--- config.mk ---
export PLATFORM = sky130hd
export DESIGN_NAME = pcie_rx_descrambler
export DESIGN_NICKNAME = d
export VERILOG_FILES = /design/src/rtl/pcie_rx_descrambler.sv
export SDC_FILE = /design/constraint.sdc
export NUM_CORES = 1
export LEC_CHECK = 0
export ABC_AREA = 1
export ABC_CLOCK_PERIOD_IN_PS = 11800
export CORE_MARGIN = 4
export CORE_UTILIZATION = 45
export CTS_CLUSTER_SIZE = 14
export DETAILED_ROUTE_END_ITERATION = 8
export PLACE_DENSITY = 0.64
export SLEW_MARGIN = 10
export SYNTH_ARGS = -nofsm -noshare
export SYNTH_HDL_FRONTEND = slang
export SYNTH_SLANG_ARGS = --single-unit
--- constraint.sdc ---
create_clock -name pclk -period 11.8 [get_ports pclk]
set_input_delay 2.36 -clock pclk [delete_from_list [all_inputs] [get_ports pclk]]
set_output_delay 2.36 -clock pclk [all_outputs]
set_load 0.005 [all_outputs]
--- src/rtl/pcie_rx_descrambler.sv ---
// pcie_rx_descrambler: per-lane PIPE RX descrambler for Gen1/2 (8b/10b) and Gen3 (128b/130b), one cycle of latency
module pcie_rx_descrambler #(
  parameter logic [22:0] LANE_SEED = 23'h1DBFBC
) (
  input  logic        pclk,
  input  logic        reset_n,
  input  logic [2:0]  gen,
  input  logic [5:0]  pipe_width,
  input  logic        seed_override,
  input  logic [22:0] seed_value,
  input  logic        bypass,
  input  logic [31:0] rx_data,
  input  logic [3:0]  rx_datak,
  input  logic        rx_valid,
  input  logic        rx_start_block,
  input  logic [1:0]  rx_sync_header,
  output logic [31:0] desc_data,
  output logic [3:0]  desc_datak,
  output logic        desc_valid,
  output logic        desc_start_block,
  output logic [1:0]  desc_sync_header,
  output logic        block_align_err
);
  logic [15:0] lfsr16, l16;
  logic [22:0] lfsr23, l23, seed, sv_q;
  logic [3:0]  cnt, c, lane_en;
  logic [1:0]  hdr, h;
  logic [2:0]  gen_q;
  logic [31:0] dout;
  logic [7:0]  d;
  logic [23:0] r16;
  logic [30:0] r23;
  logic        skp_q, eie_q, os_skp, os_eie, aligned, ovr_q;
  logic        g3, act, cfg_chg, data_blk, os_blk, scr_os;
  function automatic logic [23:0] step16(input logic [15:0] s);
    logic [15:0] l;
    logic [7:0]  o;
    l = s;
    o = '0;
    for (int b = 0; b < 8; b++) begin
      o[b] = l[15];
      l = {l[14:0], l[15]} ^ (l[15] ? 16'h0038 : 16'h0000);
    end
    return {o, l};
  endfunction
  function automatic logic [30:0] step23(input logic [22:0] s);
    logic [22:0] l;
    logic [7:0]  o;
    l = s;
    o = '0;
    for (int b = 0; b < 8; b++) begin
      o[b] = l[22];
      l = {l[21:0], l[22]} ^ (l[22] ? 23'h210124 : 23'h000000);
    end
    return {o, l};
  endfunction
  assign seed    = seed_override ? seed_value : LANE_SEED;
  assign g3      = gen >= 3'd3;
  assign lane_en = pipe_width == 6'd8  ? 4'b0001 :
                   pipe_width == 6'd16 ? 4'b0011 :
                   pipe_width == 6'd32 ? 4'b1111 : 4'b0000;
  assign act     = rx_valid && |lane_en;
  assign cfg_chg = gen != gen_q || seed_override != ovr_q || seed_value != sv_q;
  // Symbol chain: each lane sees the LFSR/counter state left by the lane before it
  always_comb begin
    l16 = lfsr16;
    l23 = lfsr23;
    c = cnt;
    h = hdr;
    os_skp = skp_q;
    os_eie = eie_q;
    dout = '0;
    d = '0;
    r16 = '0;
    r23 = '0;
    data_blk = 1'b0;
    os_blk = 1'b0;
    scr_os = 1'b0;
    for (int i = 0; i < 4; i++) begin
      if (lane_en[i]) begin
        d = rx_data[8*i +: 8];
        r16 = step16(l16);
        r23 = step23(l23);
        if (g3) begin
          if (i == 0 && rx_start_block) begin
            c = '0;
            h = rx_sync_header;
          end
          if (c == 4'd0) begin
            os_skp = d == 8'hAA;
            os_eie = d == 8'h00;
          end
          data_blk = h == 2'b01;
          os_blk = h == 2'b10;
          scr_os = os_blk && !os_skp && !os_eie;
          dout[8*i +: 8] = data_blk || (scr_os && c != 4'd0) ? d ^ r23[30:23] : d;
          l23 = os_blk && os_eie && c == 4'd15 ? seed : data_blk || scr_os ? r23[22:0] : l23;
          c = c + 4'd1;
        end else begin
          dout[8*i +: 8] = rx_datak[i] || bypass ? d : d ^ r16[23:16];
          l16 = rx_datak[i] && d == 8'hBC ? 16'hFFFF : rx_datak[i] && d == 8'h1C ? l16 : r16[15:0];
        end
      end
    end
  end
  // gen_q resets to 0, so the first cycle out of reset reloads LFSR23 from the live seed
  always_ff @(posedge pclk or negedge reset_n) begin
    if (!reset_n) begin
      lfsr16 <= 16'hFFFF;
      lfsr23 <= LANE_SEED;
      cnt <= '0;
      hdr <= '0;
      skp_q <= 1'b0;
      eie_q <= 1'b0;
      aligned <= 1'b0;
      gen_q <= '0;
      ovr_q <= 1'b0;
      sv_q <= '0;
      desc_data <= '0;
      desc_datak <= '0;
      desc_valid <= 1'b0;
      desc_start_block <= 1'b0;
      desc_sync_header <= '0;
      block_align_err <= 1'b0;
    end else begin
      gen_q <= gen;
      ovr_q <= seed_override;
      sv_q <= seed_value;
      desc_data <= dout;
      desc_datak <= rx_datak;
      desc_valid <= act;
      desc_start_block <= rx_start_block;
      desc_sync_header <= rx_start_block ? rx_sync_header : hdr;
      block_align_err <= act && g3 && rx_start_block && aligned && cnt != 4'd0;
      if (cfg_chg) begin
        lfsr16 <= 16'hFFFF;
        lfsr23 <= seed;
        cnt <= '0;
      end else if (act) begin
        lfsr16 <= l16;
        lfsr23 <= l23;
        cnt <= c;
      end
      if (act && g3) begin
        hdr <= h;
        skp_q <= os_skp;
        eie_q <= os_eie;
        if (rx_start_block) aligned <= 1'b1;
      end
    end
  end
endmodule
==> impl_summary.txt, run 1 <==
----------------------------------------------------
[CTS]
  Clock insertion delay at the later pin of the skew report ... 0.45 ns
  Number of clock sinks ... 116
  Total clock buffers created by CTS ... 17
  Reg clk slew, reported paths ... 0.07 ns
  Number of buffers on the longest clock path ... 2
  Post-CTS setup repair buffer count ... 0
  CTS root buffer ... sky130_fd_sc_hd__clkbuf_16
  Number of hold-repair buffers added at the cts stage ... 0
  H-tree levels ... 4
  Post-CTS Resized ... 0
  TritonCTS clock tree ... yes

[Global route]
  Number of global-route vias before repair ... 14237
  Initial antenna violation count ... 0
  Total global routing track utilization ... 0.333
  Maximum number of pins on one net before global-route repair ... 67
  Overall overflow remaining after global route ... 0
  Wire length of the first global-routing pass ... 84500 um

[Yosys]
  Count of flip-flops with a built-in enable after synthesis ... 0
  Cell area after synthesis ... 0.0132 sq mm
  Part of the Yosys area used for sequential elements ... 0.222
  Area fraction of the dominant cell type after synthesis ... 0.159
  Cell type contributing the most total cell area after synthesis ... sky130_fd_sc_hd__dfrtp_1
  Count of warnings emitted by yosys ... 0
  Number of distinct library cell variants in the gate-level netlist after synthesis ... 65
  Share of synthesized flip-flops with an asynchronous set or reset ... 1.00
  Post-Synthesis Mean Instance Area ... 6.44 sq um
  Cells after synthesis ... 2054
  Leading cell types by total area after synthesis ... sky130_fd_sc_hd__dfrtp_1 (16%), sky130_fd_sc_hd__nand2_1 (12%), sky130_fd_sc_hd__inv_1 (7.2%)
  Flops & latches, synth ... 116
  Commonest register cell after synthesis ... sky130_fd_sc_hd__dfrtp_1
  Syn_nets ... 2138

[Setup path]
  Worst reg2reg path startpoint ... lfsr23[21]$_DFFE_PN0P_
  Data required time of the critical path ... 12.12 ns
  Critical Path AT ... 8.47 ns
  Family of cells with the greatest summed delay on the critical path ... simple AND/OR/NAND/NOR gates
  Worst Path Class, Setup ... in -> reg
  Critical path startpoint ... gen[1]
  Longest individual stage delay on the worst path ... 0.52 ns
  WP buf/inv ... 8
  Cell type of the slowest stage on the worst timing path ... sky130_fd_sc_hd__clkdlybuf4s50_1
  Critical register-to-register path endpoint ... lfsr23[0]$_DFFE_PN0P_
  Highest net fanout along the worst path ... 28
  Worst Reg2Reg Path Length in Cells ... 38
  Most repeated library cell on the critical path ... sky130_fd_sc_hd__nand2_2
  Critical path startpoint category ... primary input
  Critical path endpoint category ... flip-flop
  Reg-to-reg slack, setup ... 5.83 ns

[Floorplan]
  Floorplan die area ... 0.0322 sq mm
  Initial cell density of the core ... 0.459
  Number of I/O pins ... 117
  Die outline width ... 179 um
  DIE HEIGHT ... 179 um
  Std cell rows ... 62
  Std-Cell Core Area ... 0.0289 sq mm

[Drt]
  First-pass iteration count of the detailed router ... 6
  Average detailed-routed wire length per instance ... 21.9 um
  Number of design rule violations left after detail routing ... 0
  Count of routing violations after the opening detailed-route iteration ... 1729
  Wire length reported by the detailed router ... 55200 um
  Number of nets with antenna violations after routing ... 0
  Total vias in the final route ... 14873
  Ratio of routed vias to standard cells ... 5.89

[STA]
  Highest clock rate ... 0.123 GHz
  Worst-Margin Slew ... 1.02 ns
  Tmin final ... 8.15 ns
  Final worst path period share ... 0.690
  Post-route clock skew ... 0.0150 ns
  Hold Vio Cnt, Final ... 0
  Rel. slew slack ... 0.311
  Final Max Tran Viols ... 0
  Setup TNS ... 0 ns
  RSZ-0062 raised after global routing ... false
  Total setup violations reported at the end of the flow ... 0

[Place]
  PortBufs ... 116
  Area after detailed placement ... 0.0146 sq mm
  Gpl congestion ... 1.02
  Placed wire-length estimate ... 42500 um

[Cells and area]
  Fill cell count ... 2998
  Area taken by flip-flops and latches ... 0.00294 sq mm
  Multi-input combinational cell area ... 0.00884 sq mm
  Synthesis-to-layout area growth ... 15.2%
  Final antenna diode count ... 0
  Final cell area excluding filler cells ... 0.0152 sq mm
  Share of layout cells above drive strength 1 ... 0.118
  Nets ... 2212

[Min path]
  Worst min path class ... reg -> reg
  Worst Hold Depth ... 2
  Hold wc startpoint ... aligned$_DFFE_PN0P_
  Capture endpoint of the worst hold path ... aligned$_DFFE_PN0P_

[Run status]
  Run status ... completed

[Pwr]
  Total power divided by cell area ... 103 mW/mm^2
  Static leakage ... 7.22 nW
  IR Drop Worst-Case VDD ... 0.0907 mV

[Run]
  # Max-Cap Violations ... 0

----------------------------------------------------
-- flip-flops by register name (all words and copies together), names as in the netlist, 2 cells and up --
signal and cells:
desc_data 32, lfsr23 23, sv_q 23, lfsr16 16, cnt 4, desc_datak 4
gen_q 3, desc_sync_header 2, hdr 2
-- how the worst max path moves through the flow --
stage               slack, ns                    end  cells after the start
global placement         3.45  lfsr23[0]$_DFFE_PN0P_                     34
global route             3.12  lfsr23[0]$_DFFE_PN0P_                     34
detailed placement       3.25  lfsr23[0]$_DFFE_PN0P_                     34
floorplan                5.44  lfsr23[0]$_DFFE_PN0P_                     32
finish                   3.65  lfsr23[0]$_DFFE_PN0P_                     42
CTS                      3.72  lfsr23[0]$_DFFE_PN0P_                     34
-- layout by cell type (no fill, tap or decap), drive strengths merged, types with 56 or more instances in the layout --
| cell | n |
|---|---|
| dfrtp | 84 |
| o22ai | 56 |
| clkdlybuf4s50 | 115 |
| o211ai | 60 |
| nand3 | 145 |
| o21ai | 242 |
| xnor2 | 64 |
| nor2 | 152 |
| inv | 289 |
| nand2 | 505 |
| xor2 | 101 |
| a21oi | 102 |
-- worst min-delay path, cell delays in order (launching register included) --
cell and delay (ns):
sky130_fd_sc_hd__dfrtp_1 0.33, sky130_fd_sc_hd__inv_1 0.05, sky130_fd_sc_hd__nand2_1 0.05
-- final cells by class --
| type | count | share of cell area |
|---|---|---|
| clock buffers | 18 | 0.0288 |
| clock inverters | 13 | 0.0103 |
| inverters | 291 | 0.0725 |
| multi-input cells | 1570 | 0.580 |
| flip-flops and latches | 116 | 0.193 |
| well taps | 384 | 0.0315 |
| repair buffers | 132 | 0.0839 |
-- cells in the mapped netlist, types with 16 or more instances --
master / n
sky130_fd_sc_hd__xnor2_1: 63
sky130_fd_sc_hd__nand3_2: 19
sky130_fd_sc_hd__inv_1: 253
sky130_fd_sc_hd__o21ai_0: 178
sky130_fd_sc_hd__o22ai_1: 56
sky130_fd_sc_hd__nand2_1: 433
sky130_fd_sc_hd__nand2_4: 27
sky130_fd_sc_hd__o211ai_1: 60
sky130_fd_sc_hd__buf_2: 20
sky130_fd_sc_hd__o21ai_1: 55
sky130_fd_sc_hd__nor2_1: 143
sky130_fd_sc_hd__nand4_1: 16
sky130_fd_sc_hd__dfrtp_1: 84
sky130_fd_sc_hd__inv_2: 32
sky130_fd_sc_hd__clkbuf_1: 44
sky130_fd_sc_hd__a21oi_1: 97
sky130_fd_sc_hd__dfstp_2: 32
sky130_fd_sc_hd__nand2_2: 43
sky130_fd_sc_hd__xor2_1: 101
sky130_fd_sc_hd__nand3_1: 123
sky130_fd_sc_hd__nor3_1: 17
-- cells by family after synthesis --
kind of cell | share of synthesized area
compound gates | 0.239
buf+inv | 0.111
flops | 0.222
simple gates | 0.310
fa+ha+maj | 0.00756
xor+xnor | 0.110
-- layer usage --
metal	GRT usage	wire, um	up-vias
met5	0	0	-
met4	0.194	3640	0
met3	0.0554	4380	169
met2	0.522	24600	781
met1	0.435	22600	6931
li1	-	-	6992
-- report_power, final --
group | internal [mW] | switching [mW] | leakage [nW]
Clock | 0.335 | 0.214 | 0.284
Combinational | 0.187 | 0.401 | 5.53
Sequential | 0.415 | 0.0136 | 1.40
Total | 0.936 | 0.629 | 7.22
-- through the flow --
step / cells / setup slack [ns] / hold slack [ns] / total power [mW] / util
final: 2524 / 3.65 / 0.456 / 1.57 / 0.528
after global routing: 2524 / 3.12 / 0.473 / 1.64 / 0.528
after CTS: 2524 / 3.72 / 0.459 / 1.56 / 0.528
after detailed placement: 2493 / 3.25 / 0.445 / 1.01 / 0.508
after global placement: 2493 / 3.45 / 0.438 / 1.00 / 0.508
after floorplan: 2054 / 5.44 / 0.422 / 0.826 / -
Note: power is estimated with default switching activity, not from simulation.
==> run 2: changes to the inputs <==
ABC_CLOCK_PERIOD_IN_PS = 8250   (was 11800)
clock period = 8.25 ns   (was 11.8 ns; I/O delays follow)
==> impl_summary.txt, run 2 (synthesis results as in run 1) <==
----------------------------------------------------
[Setup path]
  Critical path endpoint category ... flip-flop
  Critical register-to-register path endpoint ... lfsr23[12]$_DFFE_PN1P_
  Cell type of the slowest stage on the worst timing path ... sky130_fd_sc_hd__clkdlybuf4s50_1
  Worst reg2reg path startpoint ... lfsr23[21]$_DFFE_PN0P_
  Data required time of the critical path ... 8.60 ns (-3.52 ns)
  Most repeated library cell on the critical path ... sky130_fd_sc_hd__nand2_1
  Reg-to-reg slack, setup ... 2.22 ns (-3.61 ns)
  Worst Path Class, Setup ... in -> reg
  Critical path startpoint category ... primary input
  Worst Reg2Reg Path Length in Cells ... 35 (-7.9%)
  Critical Path AT ... 7.61 ns (-0.86 ns)
  Longest individual stage delay on the worst path ... 0.40 ns (-0.12 ns)
  Highest net fanout along the worst path ... 21 (-25%)

[Cells and area]
  Most used cells in the layout excluding fill and tap cells ... sky130_fd_sc_hd__nand2_1 (433), sky130_fd_sc_hd__inv_1 (253), sky130_fd_sc_hd__o21ai_0 (178)
  Synthesis-to-layout area growth ... 15.8%
  Flip-flop count of the largest register after layout ... 32 (unchanged)
  Fill cell count ... 2971 (-0.90%)
  Final instance count without filler cells ... 2542 (+0.71%)
  Final antenna diode count ... 0 (unchanged)
  Share of layout cells above drive strength 1 ... 0.125 (+0.00689)
  Largest registers ... desc_data x32, lfsr23 x23, sv_q x23
  Most common cell after layout, fill and taps aside ... sky130_fd_sc_hd__nand2_1
  Nets ... 2229 (+0.77%)
  Final cell area excluding filler cells ... 0.0153 sq mm (+0.54%)
  Most flop-heavy register ... desc_data

[CTS]
  Number of buffers on the longest clock path ... 2 (unchanged)
  TritonCTS clock tree ... yes
  Clock insertion delay at the later pin of the skew report ... 0.44 ns (about the same)
  Post-CTS Resized ... 0 (unchanged)
  H-tree levels ... 4 (unchanged)
  Number of clock sinks ... 116 (unchanged)
  Total clock buffers created by CTS ... 17 (unchanged)
  CTS root buffer ... sky130_fd_sc_hd__clkbuf_16
  Post-CTS setup repair buffer count ... 0 (unchanged)
  Reg clk slew, reported paths ... 0.07 ns (about the same)
  Number of hold-repair buffers added at the cts stage ... 0 (unchanged)

[STA]
  Final worst path period share ... 0.879
  RSZ-0062 raised after global routing ... false
  Worst-Margin Slew ... 0.927 ns (-0.0979 ns)
  Setup TNS ... 0 ns (unchanged)
  Total setup violations reported at the end of the flow ... 0 (unchanged)
  Highest clock rate ... 0.138 GHz
  Rel. slew slack ... 0.376 (+0.0644)
  Post-route clock skew ... 0.0126 ns (-0.00239 ns)
  Final Max Tran Viols ... 0 (unchanged)
  Hold Vio Cnt, Final ... 0 (unchanged)
  Worst hold slack ... 0.458 ns (+0.00130 ns)
  Tmin final ... 7.26 ns

[Drt]
  Ratio of routed vias to standard cells ... 5.96 (+1.2%)
  Average detailed-routed wire length per instance ... 22.2 um (+1.4%)
  Number of design rule violations left after detail routing ... 0 (unchanged)
  Wire length reported by the detailed router ... 56400 um (+2.1%)
  First-pass iteration count of the detailed router ... 6 (unchanged)
  Count of routing violations after the opening detailed-route iteration ... 1895 (+9.6%)
  Number of nets with antenna violations after routing ... 0 (unchanged)
  Total vias in the final route ... 15160 (+1.9%)

[Floorplan]
  Std cell rows ... 62 (unchanged)
  Die outline width ... 179 um (unchanged)
  DIE HEIGHT ... 179 um (unchanged)
  Initial cell density of the core ... 0.459 (unchanged)
  Floorplan die area ... 0.0322 sq mm (unchanged)
  Std-Cell Core Area ... 0.0289 sq mm (unchanged)
  Number of I/O pins ... 117 (unchanged)

[Place]
  Placed wire-length estimate ... 43600 um (+2.6%)
  Area after detailed placement ... 0.0148 sq mm (+0.84%)
  Cell Count Post-Placement ... 2510 (+0.68%)
  Gpl congestion ... 1.06 (+4.4%)
  PortBufs ... 116 (unchanged)

[Global route]
  Maximum number of pins on one net before global-route repair ... 61 (-9.0%)
  Number of global-route vias before repair ... 14333 (+0.67%)
  Total global routing track utilization ... 0.337 (+0.00369)
  Overall overflow remaining after global route ... 0 (unchanged)
  Wire length of the first global-routing pass ... 85500 um (+1.2%)
  Initial antenna violation count ... 0 (unchanged)

[Min path]
  Worst min path class ... reg -> reg
  Hold wc startpoint ... aligned$_DFFE_PN0P_
  Worst Hold Depth ... 2 (unchanged)
  Capture endpoint of the worst hold path ... aligned$_DFFE_PN0P_

[Pwr]
  Static leakage ... 7.28 nW (+0.86%)
  IR Drop Worst-Case VDD ... 0.110 mV (+21%)
  Total power divided by cell area ... 145 mW/mm^2 (+41%)

[Run]
  # Max-Cap Violations ... 0 (unchanged)

[Run status]
  Run status ... completed

----------------------------------------------------
## run 2: changes by cell type in the layout (fill, tap and decap cells not counted)
cell / before / now
sky130_fd_sc_hd__inv_6: 3 / 6
sky130_fd_sc_hd__nor2_2: 8 / 9
sky130_fd_sc_hd__clkbuf_1: 0 / 1
sky130_fd_sc_hd__bufinv_16: 3 / 1
sky130_fd_sc_hd__clkinv_2: 4 / 3
sky130_fd_sc_hd__buf_4: 17 / 34
sky130_fd_sc_hd__nor2_4: 4 / 3
sky130_fd_sc_hd__clkinv_4: 1 / 2
sky130_fd_sc_hd__clkbuf_8: 1 / 0
## run 2: how the worst max path moves through the flow
stage	startpoint	end	slack [ns]	depth (start not counted)
floorplan	pipe_width[1]	lfsr23[0]$_DFFE_PN0P_	2.60	32
global placement	rx_start_block	lfsr23[7]$_DFFE_PN1P_	0.81	40
detailed placement	rx_start_block	lfsr23[7]$_DFFE_PN1P_	0.75	40
CTS	rx_start_block	lfsr23[7]$_DFFE_PN1P_	1.19	40
global route	pipe_width[1]	lfsr23[7]$_DFFE_PN1P_	0.58	44
finish	pipe_width[1]	lfsr23[12]$_DFFE_PN1P_	0.99	39
## run 2: power by group
group	switching, mW	internal [mW]	total (mW)	leakage [nW]
Combinational	0.582	0.273	0.855	5.61
Sequential	0.0194	0.593	0.612	1.40
Clock	0.331	0.417	0.748	0.263
Total	0.932	1.28	2.22	7.28
## run 2: final cells by class
class | instances | area (sq um) | area share
multi-input cells | 1570 | 8840 | 0.576
flip-flops and latches | 116 | 2940 | 0.192
repair buffers | 149 | 1410 | 0.0918
inverters | 291 | 1100 | 0.0721
well taps | 384 | 480 | 0.0313
clock buffers | 18 | 429 | 0.0280
clock inverters | 14 | 128 | 0.00833
## run 2: critical path, delay by kind of cell
family / cells / cell delay, ns
fa+ha+maj: 1 / 0.18
compound gates: 7 / 1.56
buf+inv: 7 / 1.05
xor+xnor: 1 / 0.21
simple gates: 23 / 2.95
## run 2: through the flow
| stage | power, mW | setup WS, ns | utilization |
|---|---|---|---|
| detailed placement | 1.45 | 0.748 | 0.512 |
| global placement | 1.45 | 0.808 | 0.512 |
| finish | 2.22 | 0.995 | 0.531 |
| global route | 2.32 | 0.578 | 0.531 |
| floorplan | 1.18 | 2.60 | - |
| CTS | 2.20 | 1.19 | 0.531 |
## run 2: per-layer routing
layer	GRT usage	vias to the layer above	routed length (um)
met5	0	-	0
met4	0.204	0	4000
met3	0.0503	206	5050
met2	0.524	859	24700
met1	0.443	7070	22600
li1	-	7025	-
==> RTL change (settings of run 1) <==
Reset style: synchronous (`reset_n`), changed in one clocked block.
--- a/src/rtl/pcie_rx_descrambler.sv
+++ b/src/rtl/pcie_rx_descrambler.sv
@@ -104,7 +104,7 @@
     end
   end
   // gen_q resets to 0, so the first cycle out of reset reloads LFSR23 from the live seed
-  always_ff @(posedge pclk or negedge reset_n) begin
+  always_ff @(posedge pclk) begin
     if (!reset_n) begin
       lfsr16 <= 16'hFFFF;
       lfsr23 <= LANE_SEED;
Check against the original RTL: not equivalent (Yosys sat finds a counterexample within 4 cycles, from zero or initial values and one cycle with reset_n low; the reset may be asserted at any time).
==> RTL change against run 1 <==
Non-clock buffer count decreased by 3. Routed wire length increased by 0.31%. Die area decreased by 0.96%. Via count increased by 2.0%. Fmax decreased by 2.3%. Setup slack got worse by 0.19 ns. Design area decreased by 1.6%. Cell count increased by 2.3%. Area after synthesis decreased by 1.0%. Total power decreased by 15%. Core utilization decreased by 0.59 points. Sequential cell count unchanged. Critical path type unchanged.
==> RTL change: results <==
export IMPL_multi_input_area_share_pct=60.81
export IMPL_yosysUniqueCellTypes=64
export IMPL_synthTopCellsByArea="dfxtp_1, nand2_1, inv_1, xor2_1, o21ai_0"
export IMPL_buffer_area_share_pct=8.361
export IMPL_whs_endpoint="block_align_err"
export IMPL_synthFlopType="dfxtp_1"
export IMPL_seq_area_share_pct=15.49
export IMPL_syn_nets=2207
export IMPL_synth_seq_area_share_pct=17.73
export IMPL_wl_per_cell_um=21.47
export IMPL_worstPathMaxFanout=24
export IMPL_multiInputGateArea_um2=9117
export IMPL_postSynthCellCount=2123
export IMPL_relSlewSlack_pct=28.90
export IMPL_regToRegStartpoint="lfsr23[21]"
export IMPL_finalCritPeriodShare_pct=70.69
export IMPL_peakVddDrop_uv=87.69
export IMPL_die_area_um2=31910
export IMPL_outcome="complete, no violations"
export IMPL_placed_area_um2=14390
export IMPL_combPwrFrac_pct=27.3
export IMPL_p_clk_share_pct=41.7
export IMPL_p_leak_nw=6.873
export IMPL_clkbuf_count=19
export IMPL_grt_start_max_net_pins=65
export IMPL_routed_via_density=5.880
export IMPL_slowest_delay_ns=0.55
export IMPL_hpwl_um=43120
export IMPL_grt_use_total_pct=33.85
export IMPL_synth_xor_area_share_pct=11.48
export IMPL_drt_total_wl_um=55410
export IMPL_drive_above_1_share_pct=10.42
export IMPL_async_flop_share_pct=0
export IMPL_startpoint="pipe_width[1]"
export IMPL_gp_congestion=1.060
export IMPL_cp_slowest_cell="inv_2"
export IMPL_nFillCells=3019
[RTL change: cell types whose count changed in the layout (fill, tap and decap cells not counted), moves of 9 or more]
| cell | delta |
|---|---|
| nand2_2 | +10 |
| nor3_1 | -11 |
| dfxtp_1 | +116 |
| a221oi_1 | +11 |
| nand3_1 | -19 |
| dfrtp_1 | -84 |
| nor2_1 | +27 |
| a21oi_1 | +15 |
| inv_1 | +25 |
| dfstp_2 | -32 |
| nor3b_1 | +9 |
| o21ai_1 | -11 |
[RTL change: routing by layer]
layer / global-route usage [%] / up-vias / part of all wire, %
li1: - / 7116 / -
met1: 44.83 / 7026 / 41
met2: 52.58 / 863 / 44
met3: 6.295 / 170 / 9.5
met4: 17.08 / 0 / 5.8
met5: 0 / - / 0
